### src/rtl/piece_sequencer.sv
// Tetromino scheduler: 7-bag randomizer feeding a preview queue, req/ack spawn port.
// Define PIECE_SEQUENCER_HOLD_EN to enable the one-slot hold swap.
module piece_sequencer #(
  parameter int unsigned PREVIEW_DEPTH = 3,
  parameter logic [15:0] LFSR_SEED     = 16'hACE1
) (
  input  logic                       clk,
  input  logic                       rst_n,
  input  logic                       seed_load,
  input  logic [15:0]                seed,
  input  logic                       spawn_req,
  output logic                       spawn_ack,
  output logic [2:0]                 spawn_id,
  output logic [3*PREVIEW_DEPTH-1:0] preview_id,
  output logic                       ready,
  input  logic                       hold_req,
  input  logic [2:0]                 hold_in_id,
  output logic                       hold_valid,
  output logic [2:0]                 hold_id
);

  localparam int unsigned IDW    = 3;
  localparam int unsigned NIDS   = 7;
  localparam int unsigned QDEPTH = PREVIEW_DEPTH + 1;
  localparam int unsigned CW     = $clog2(QDEPTH + 1);
  localparam int unsigned RW     = 3;
  localparam logic [RW-1:0] RETRY_MAX = RW'(7);

  typedef enum logic {S_FILL, S_READY} state_t;

  state_t                     state, state_d;
  logic [15:0]                lfsr, lfsr_d;
  logic [QDEPTH-1:0][IDW-1:0] q, q_d;
  logic [CW-1:0]              cnt, cnt_d;
  logic [NIDS-1:0]            bag, bag_d, bag_set;
  logic [RW-1:0]              retry, retry_d;
  logic                       spawn_ack_d, hold_valid_d;
  logic [IDW-1:0]             spawn_id_d, hold_id_d;
  logic [IDW-1:0]             cand, lowest, pick;
  logic [NIDS:0]              used;
  logic                       accept, pop;

`ifdef PIECE_SEQUENCER_HOLD_EN
  logic lock, lock_d;

  // Hold lock: set by any hold action, cleared only by a normal spawn.
  always_ff @(posedge clk or negedge rst_n) begin
    if (!rst_n) lock <= 1'b0;
    else        lock <= lock_d;
  end
`else
  logic unused_hold;
  assign unused_hold = ^{hold_req, hold_in_id};
`endif

  // Lowest id not yet issued in the current bag (fallback after retries run out).
  always_comb begin
    lowest = '0;
    for (int i = int'(NIDS) - 1; i >= 0; i--)
      if (!bag[i]) lowest = IDW'(i);
  end

  always_comb begin
    state_d      = state;
    lfsr_d       = {lfsr[14:0], lfsr[15] ^ lfsr[13] ^ lfsr[12] ^ lfsr[10]};
    q_d          = q;
    cnt_d        = cnt;
    bag_d        = bag;
    bag_set      = bag;
    retry_d      = retry;
    spawn_ack_d  = 1'b0;
    spawn_id_d   = spawn_id;
    hold_valid_d = hold_valid;
    hold_id_d    = hold_id;
`ifdef PIECE_SEQUENCER_HOLD_EN
    lock_d       = lock;
`endif
    cand         = lfsr[2:0];
    used         = {1'b1, bag};
    accept       = 1'b0;
    pick         = cand;
    pop          = 1'b0;

    if (seed_load) begin
      lfsr_d  = (seed == 16'h0000) ? LFSR_SEED : seed;
      q_d     = '0;
      cnt_d   = '0;
      bag_d   = '0;
      retry_d = '0;
      state_d = S_FILL;
    end else if (state == S_FILL) begin
      // Id 7 maps to used[7]=1, so it is rejected like an already-issued id.
      if (!used[cand]) begin
        accept = 1'b1;
      end else if (retry == RETRY_MAX) begin
        accept = 1'b1;
        pick   = lowest;
      end else begin
        retry_d = retry + RW'(1);
      end
      if (accept) begin
        for (int i = 0; i < int'(QDEPTH); i++)
          if (CW'(i) == cnt) q_d[i] = pick;
        bag_set = bag | (NIDS'(1) << pick);
        bag_d   = (bag_set == {NIDS{1'b1}}) ? '0 : bag_set;
        retry_d = '0;
        cnt_d   = cnt + CW'(1);
        if (cnt_d == CW'(QDEPTH)) state_d = S_READY;
      end
    end else if (spawn_req) begin
      pop = 1'b1;
`ifdef PIECE_SEQUENCER_HOLD_EN
      lock_d = 1'b0;
    end else if (hold_req) begin
      spawn_ack_d = 1'b1;
      if (!lock) begin
        lock_d    = 1'b1;
        hold_id_d = hold_in_id;
        if (!hold_valid) begin
          hold_valid_d = 1'b1;
          pop          = 1'b1;
        end else begin
          spawn_id_d = hold_id;
        end
      end
`endif
    end

    // Issue the queue head and shift the remaining entries toward slot 0.
    if (pop) begin
      spawn_ack_d = 1'b1;
      spawn_id_d  = q[0];
      q_d         = {IDW'(0), q[QDEPTH-1:1]};
      cnt_d       = cnt - CW'(1);
      state_d     = S_FILL;
    end
  end

  always_ff @(posedge clk or negedge rst_n) begin
    if (!rst_n) begin
      state      <= S_FILL;
      lfsr       <= LFSR_SEED;
      q          <= '0;
      cnt        <= '0;
      bag        <= '0;
      retry      <= '0;
      spawn_ack  <= 1'b0;
      spawn_id   <= '0;
      preview_id <= '0;
      ready      <= 1'b0;
      hold_valid <= 1'b0;
      hold_id    <= '0;
    end else begin
      state      <= state_d;
      lfsr       <= lfsr_d;
      q          <= q_d;
      cnt        <= cnt_d;
      bag        <= bag_d;
      retry      <= retry_d;
      spawn_ack  <= spawn_ack_d;
      spawn_id   <= spawn_id_d;
      preview_id <= q[QDEPTH-1:1];
      ready      <= (state_d == S_READY);
      hold_valid <= hold_valid_d;
      hold_id    <= hold_id_d;
    end
  end

endmodule

### config.mk
export PLATFORM = sky130hd
export DESIGN_NAME = piece_sequencer
export DESIGN_NICKNAME = d
export VERILOG_FILES = /design/src/rtl/piece_sequencer.sv
export SDC_FILE = /design/constraint.sdc
export NUM_CORES = 1
export LEC_CHECK = 0
export ABC_CLOCK_PERIOD_IN_PS = 3600
export CORE_MARGIN = 2
export CORE_UTILIZATION = 35
export DETAILED_ROUTE_END_ITERATION = 8
export PLACE_DENSITY_LB_ADDON = 0.08
export SLEW_MARGIN = 25
export SYNTH_ARGS = -nofsm -noshare
export SYNTH_HDL_FRONTEND = slang
export SYNTH_SLANG_ARGS = --single-unit
### constraint.sdc
create_clock -name clk -period 3.6 [get_ports clk]
set_clock_uncertainty 0.1 [all_clocks]
set_input_delay 1.08 -clock clk [delete_from_list [all_inputs] [get_ports clk]]
set_output_delay 1.08 -clock clk [all_outputs]
set_load 0.02 [all_outputs]
; After elaboration in Yosys (flattened, before gate mapping)
; Index checks and enable logic that the tools add are counted.
; Widths: inputs -> output; s select.
[word_totals]
word_cells = 95
reg_bits = 55
inputBits = 24
[op_classes]
mux = 49
reduce_logical = 16
magnitude_cmp = 1
eq_ne = 9
shift = 1
bitwise_logic = 4
add_sub_neg = 3
[ops]
columns = op, n
row1 = $mux 3, 24
row2 = $mux 12, 4
row3 = $mux 16, 2
row4 = $mux 7, 4
row5 = $reduce_bool 3->1, 6
row6 = $logic_not 16->1, 1
row7 = $reduce_and 3->1, 5
row8 = $mux 1, 14
row9 = $eq 7x7->1 const B, 1
row10 = $or 7x7->7, 1
row11 = $shl 1x3->7 const A, 1
row12 = $add 3x1->3 const B, 2
row13 = $eq 2x3->1 const A, 2
row14 = $eq 3x3->1 const B, 2
row15 = $ne 3x2->1 const B, 2
row16 = $lt 3x4->1 const B, 1
row17 = $reduce_and 2->1, 2
row18 = $bmux 1 s3, 1
row19 = $eq 1x3->1 const A, 1
row20 = $logic_not 3->1, 1
row21 = $sub 3x1->3 const B, 1
row22 = $xor 1x1->1, 3
row23 = $ne 2x2->1 const B, 1
row24 = $reduce_bool 2->1, 1

; Logic depth before layout (Yosys ltp)
[logic_depth]
ltp_word = 18
mapped_depth = 9
depth_no_buf = 9

; Worst setup path before layout
; OpenSTA, ideal clock, no wires.
[synth_path]
path_type = reg-to-reg
startpoint = register retry[0]
endpoint = register bag[3]
arrival_time_ps = 2687
path_slack_ps = 666
path_stages_with_launch = 10
period_less_slack_ps = 2934
n_path_buf = 0
setup_time_ps = 148
path_cell_list = dfrtp_1 -> ha_1 -> ha_1 -> inv_1 -> o311ai_1 -> o31ai_4 -> or4_1 -> and4_1 -> a2111oi_4 -> o32ai_2
[synth_via]
elab_chain_len = 12
elab_cells_between_ends = 18
classes_between = 2 x eq/ne / 1 x shift / 12 x mux / 1 x bitwise / 2 x reduce/logical
[synth_lines]
columns = item, line_no
row1 = start: declaration, 36  ; logic [RW-1:0] retry, retry_d;
row2 = start signal: assignment, 159  ; retry <= retry_d;
row3 = $eq 3x3->1 (*), 95  ; end else if (retry == RETRY_MAX) begin
row4 = $mux 3, 95
row5 = $mux 3, 93  ; if (!used[cand]) begin
row6 = $mux 3, 91  ; end else if (state == S_FILL) begin
row7 = $mux 3, 84  ; if (seed_load) begin
row8 = $shl 1x3->7, 104  ; bag_set = bag | (NIDS'(1) << pick);
row9 = $or 7x7->7, 104
row10 = $eq 7x7->1, 105  ; bag_d = (bag_set == {NIDS{1'b1}}) ? '0 : bag_set;
row11 = $mux 7, 105
row12 = $mux 7, 101  ; if (accept) begin
row13 = $mux 7, 91
row14 = $mux 7, 84
row15 = end signal: assignment, 158  ; bag <= bag_d;
row16 = end: declaration, 35  ; logic [NIDS-1:0] bag, bag_d, bag_set;
; Every way passes the cells marked *; elsewhere a longest branch is shown, timed or not. The select of a mux whose other input is x is not followed.
; A chain may end at the register's enable or synchronous reset.

; Final worst setup path
[layout_path]
startpoint = register lfsr[0]
endpoint = register bag[2]
[layout_via]
elab_chain_len = 12
elab_cells_between_ends = 18
classes_between = 1 x eq/ne / 1 x shift / 13 x mux / 1 x bitwise / 2 x reduce/logical
[layout_lines]
columns = item, line_no
row1 = start: declaration, 32  ; logic [15:0] lfsr, lfsr_d;
row2 = start signal: assignment, 155  ; lfsr <= lfsr_d;
row3 = $bmux 1 s3, 93
row4 = $mux 1 (implied by the code), 93
row5 = $mux 3, 93
row6 = $mux 3, 91
row7 = $mux 3, 84
row8 = $shl 1x3->7, 104
row9 = $or 7x7->7, 104
row10 = $eq 7x7->1, 105
row11 = $mux 7, 105
row12 = $mux 7, 101
row13 = $mux 7, 91
row14 = $mux 7, 84
; Several ways; a longest one is shown, not always the timed one. The select of a mux whose other input is x is not followed.

==> results by group <==
Synth
  • Main combinational cell family by area after synthesis: compound AO/OA/AOI/OAI gates
  • Top cells by area, synth: dfrtp_1, dfstp_2, nand2_1, ha_1, o21ai_0
  • Async S/R FF share, synth: 1.00
  • #FFs+latches synth: 55
  • Most instantiated library cell after synthesis: dfrtp_1
  • Post-synthesis compound-gate area fraction: 0.229
  • Synth top cells by count: dfrtp_1, nand2_1, o21ai_0
  • Cell area after synthesis: between 2000 and 3000 sq um
  • Area share of the largest cell type after synthesis: 0.426
  • Synth Flop Type: dfrtp_1
  • Post-synthesis sequential area ratio: 0.502
  • Post-synthesis xor/xnor area fraction: 0.0127
  • Number of synthesized flops with an enable pin: 0
  • Post-Synth Adder-Cell Area: 0.0408
  • Multiplexer share of the synthesized area: 0.0313
  • Post-synth top area cell: dfrtp_1
  • Mean Syn Cell Area: 10.3 sq um
  • Synthesis Warnings: 0
  • Mapped Cells: roughly 270
  • Yosys cell types: between 50 and 60
  • Simple-gate share of the synthesized area: 0.132

Routing
  • Wl on met1: roughly 2.9 mm
  • Final wirelength: 6.02 mm
  • WL per Instance: approximately 15 um
  • Met2 WL post-DR: 2.84 mm
  • Max Used Layer: met4
  • DR vias/cell: between 5 and 6
  • Drt first pass iters: 4
  • Drt drc: 0
  • Final ANT Viol Nets: 0
  • DR WL met3: 260 um
  • Drt first-iter violations: between 100 and 150
  • Vias: 2,110

Clocking
  • H-tree lvl count: 2
  • Cts repair resizes: 0
  • Clock buffer count from CTS: 5
  • Post-CTS Setup Inserts: 0
  • Clock Sinks: 55
  • Hold-fix buffers at CTS: 0
  • CTS Buffer Depth: 2
  • Clock Root Buffer: clkbuf_8
  • TritonCTS clock tree: built
  • Worst-Skew Late Latency: 0.32 ns
  • Reg clk slew, reported paths: approximately 0.11 ns

Cells and area
  • Area grow syn2layout: 19.6%
  • Fin nets: around 340
  • Share of cells above drive strength 1: 0.124
  • Finished Cell Area: 3300 sq um
  • Filler cells: 791
  • ANT cells: 0
  • Post-layout util: 0.429

Min path
  • Min-Delay Path Class: flop to flop

STA
  • Setup TNS: 0 ns
  • Final worst path period share: 0.911
  • Slew Limit Fails: 0
  • Hold violation count in the final report: 0
  • RSZ-0062 raised after global routing: no
  • Slew margin rel.: 0.580
  • Peak Freq: roughly 0.30 GHz
  • Worst slew pin tran: 0.626 ns
  • Crit path time final: 3.28 ns
  • Worst setup margin: 0.319 ns
  • # setup viols final: 0

Placed design
  • Setup WS pre-CTS: 0.333 ns
  • Port Buffers: 33
  • Hpwl dp: 4.52 mm
  • Final GP Congestion: 0.851
  • Area after DPL: approximately 3200 sq um

Critical path
  • Required @ worst endpoint: about 3.7 ns
  • Worst path cell trace: mux2i_1 -> mux4_2 -> a211oi_2 -> o2111ai_1 -> and4_1 -> a211oi_1 -> o22ai_1
  • CP endpoint kind: flop
  • Setup CP Type: flop to flop
  • Crit-path max FO: 10
  • Crit path DAT: 3.35 ns
  • CP max stage delay: 0.66 ns
  • Slowest CP cell: dfstp_2
  • Worst setup SP type: flop

Global route
  • Grt total ovfl: 0
  • Vias in the first global route: approximately 2,100
  • Total track usage: 0.150
  • Initial antenna violation count: 0
  • Largest net degree at the start of global routing: 22
  • First-pass GRT wire length: 10.3 mm

Pwr
  • PwrDens: 598 nW/um^2
  • LEAKAGE: 0.00141 uW
  • Power Total: 1970 uW
  • Worst vdd ir: 0.000162 V

Run status
  • Status: finished clean

Die
  • Core ar.: 7690 sq um
  • DIE WIDTH: approximately 93 um
  • Die height: 92.8 um
  • # rows: 32
  • Starting Density: 0.359
  • I/O pin cnt: 42
  • DIE AREA: around 8600 sq um

Flow run
  • Max-cap viol count: 0
-- through the flow --
step           cells  hold WS (ns)
2_1_floorplan    271         0.274
3_3_place_gp     401         0.293
3_5_place_dp     401         0.290
4_1_cts          409         0.317
5_1_grt          409         0.334
6_report         409         0.318
-- critical path: cells and delay by family, from the launching register on --
| family | cells | cell delay (ns) |
|---|---|---|
| compound gates | 4 | 1.38 |
| flops | 1 | 0.66 |
| mux | 2 | 0.71 |
| simple gates | 1 | 0.29 |
-- layout by cell type, fill, tap and decap left out, types with 4 or more instances in the layout --
master / n
o2bb2ai_1: 4
nor4_1: 7
conb_1: 4
dfrtp_1: 47
clkbuf_8: 5
o22a_1: 8
buf_4: 7
ha_1: 9
nand3_1: 7
a21oi_1: 18
clkdlybuf4s50_1: 32
inv_1: 19
dfstp_2: 8
nor2_1: 13
nand2_1: 35
o21ai_0: 20
-- report_power, final --
group          leakage [uW]  internal, uW  switching (uW)
clock             0.0000489           142             222
sequential         0.000697           773             129
combinational      0.000663           294             414
total               0.00141          1210             765
-- path summary, 6_finish.rpt --
check                        start             to  slack (ns)  cells past startpoint
max                        lfsr[0]         bag[2]        0.32                      7
min                           q[7]  preview_id[4]        0.32                      0
max reg2reg                lfsr[0]         bag[2]        0.32                      7
min reg2reg                   q[7]  preview_id[4]        0.32                      0
max in group asynchronous    rst_n       lfsr[11]        2.13                      2
min in group asynchronous    rst_n         bag[1]        0.58                      1
-- sequential cells by signal, indices dropped and copies added, names as in the netlist --
signal	count
cnt	3
retry	3
lfsr	16
preview_id	9
state	1
q	12
bag	7
spawn_id	3
spawn_ack	1
-- per-layer routing --
metal | vias up | track usage
met1 | 1017 | 0.202
met2 | 50 | 0.246
met4 | 0 | 0.0502
met3 | 6 | 0.0228
met5 | - | 0
li1 | 1037 | -
-- kinds of logic (layout without fill, tap and decap cells) --
kind of cell	count (synthesis)	in the layout
AO/OA/AOI/OAI	84	84
XOR/XNOR	4	4
adder cells (fa/ha/maj)	9	9
buffers and inverters	31	67
flip-flops	55	55
multiplexers	7	7
other	1	4
AND/OR/NAND/NOR	77	77
-- cell type report --
cell class | count | area (sq um) | area share
repair buffers | 40 | 378 | 0.114
multi-input cells | 185 | 1250 | 0.378
well taps | 102 | 128 | 0.0387
clock inverters | 3 | 22.5 | 0.00682
inverters | 19 | 71.3 | 0.0216
clock buffers | 5 | 68.8 | 0.0208
flip-flops and latches | 55 | 1390 | 0.420
(Power assumes the default switching activity.)
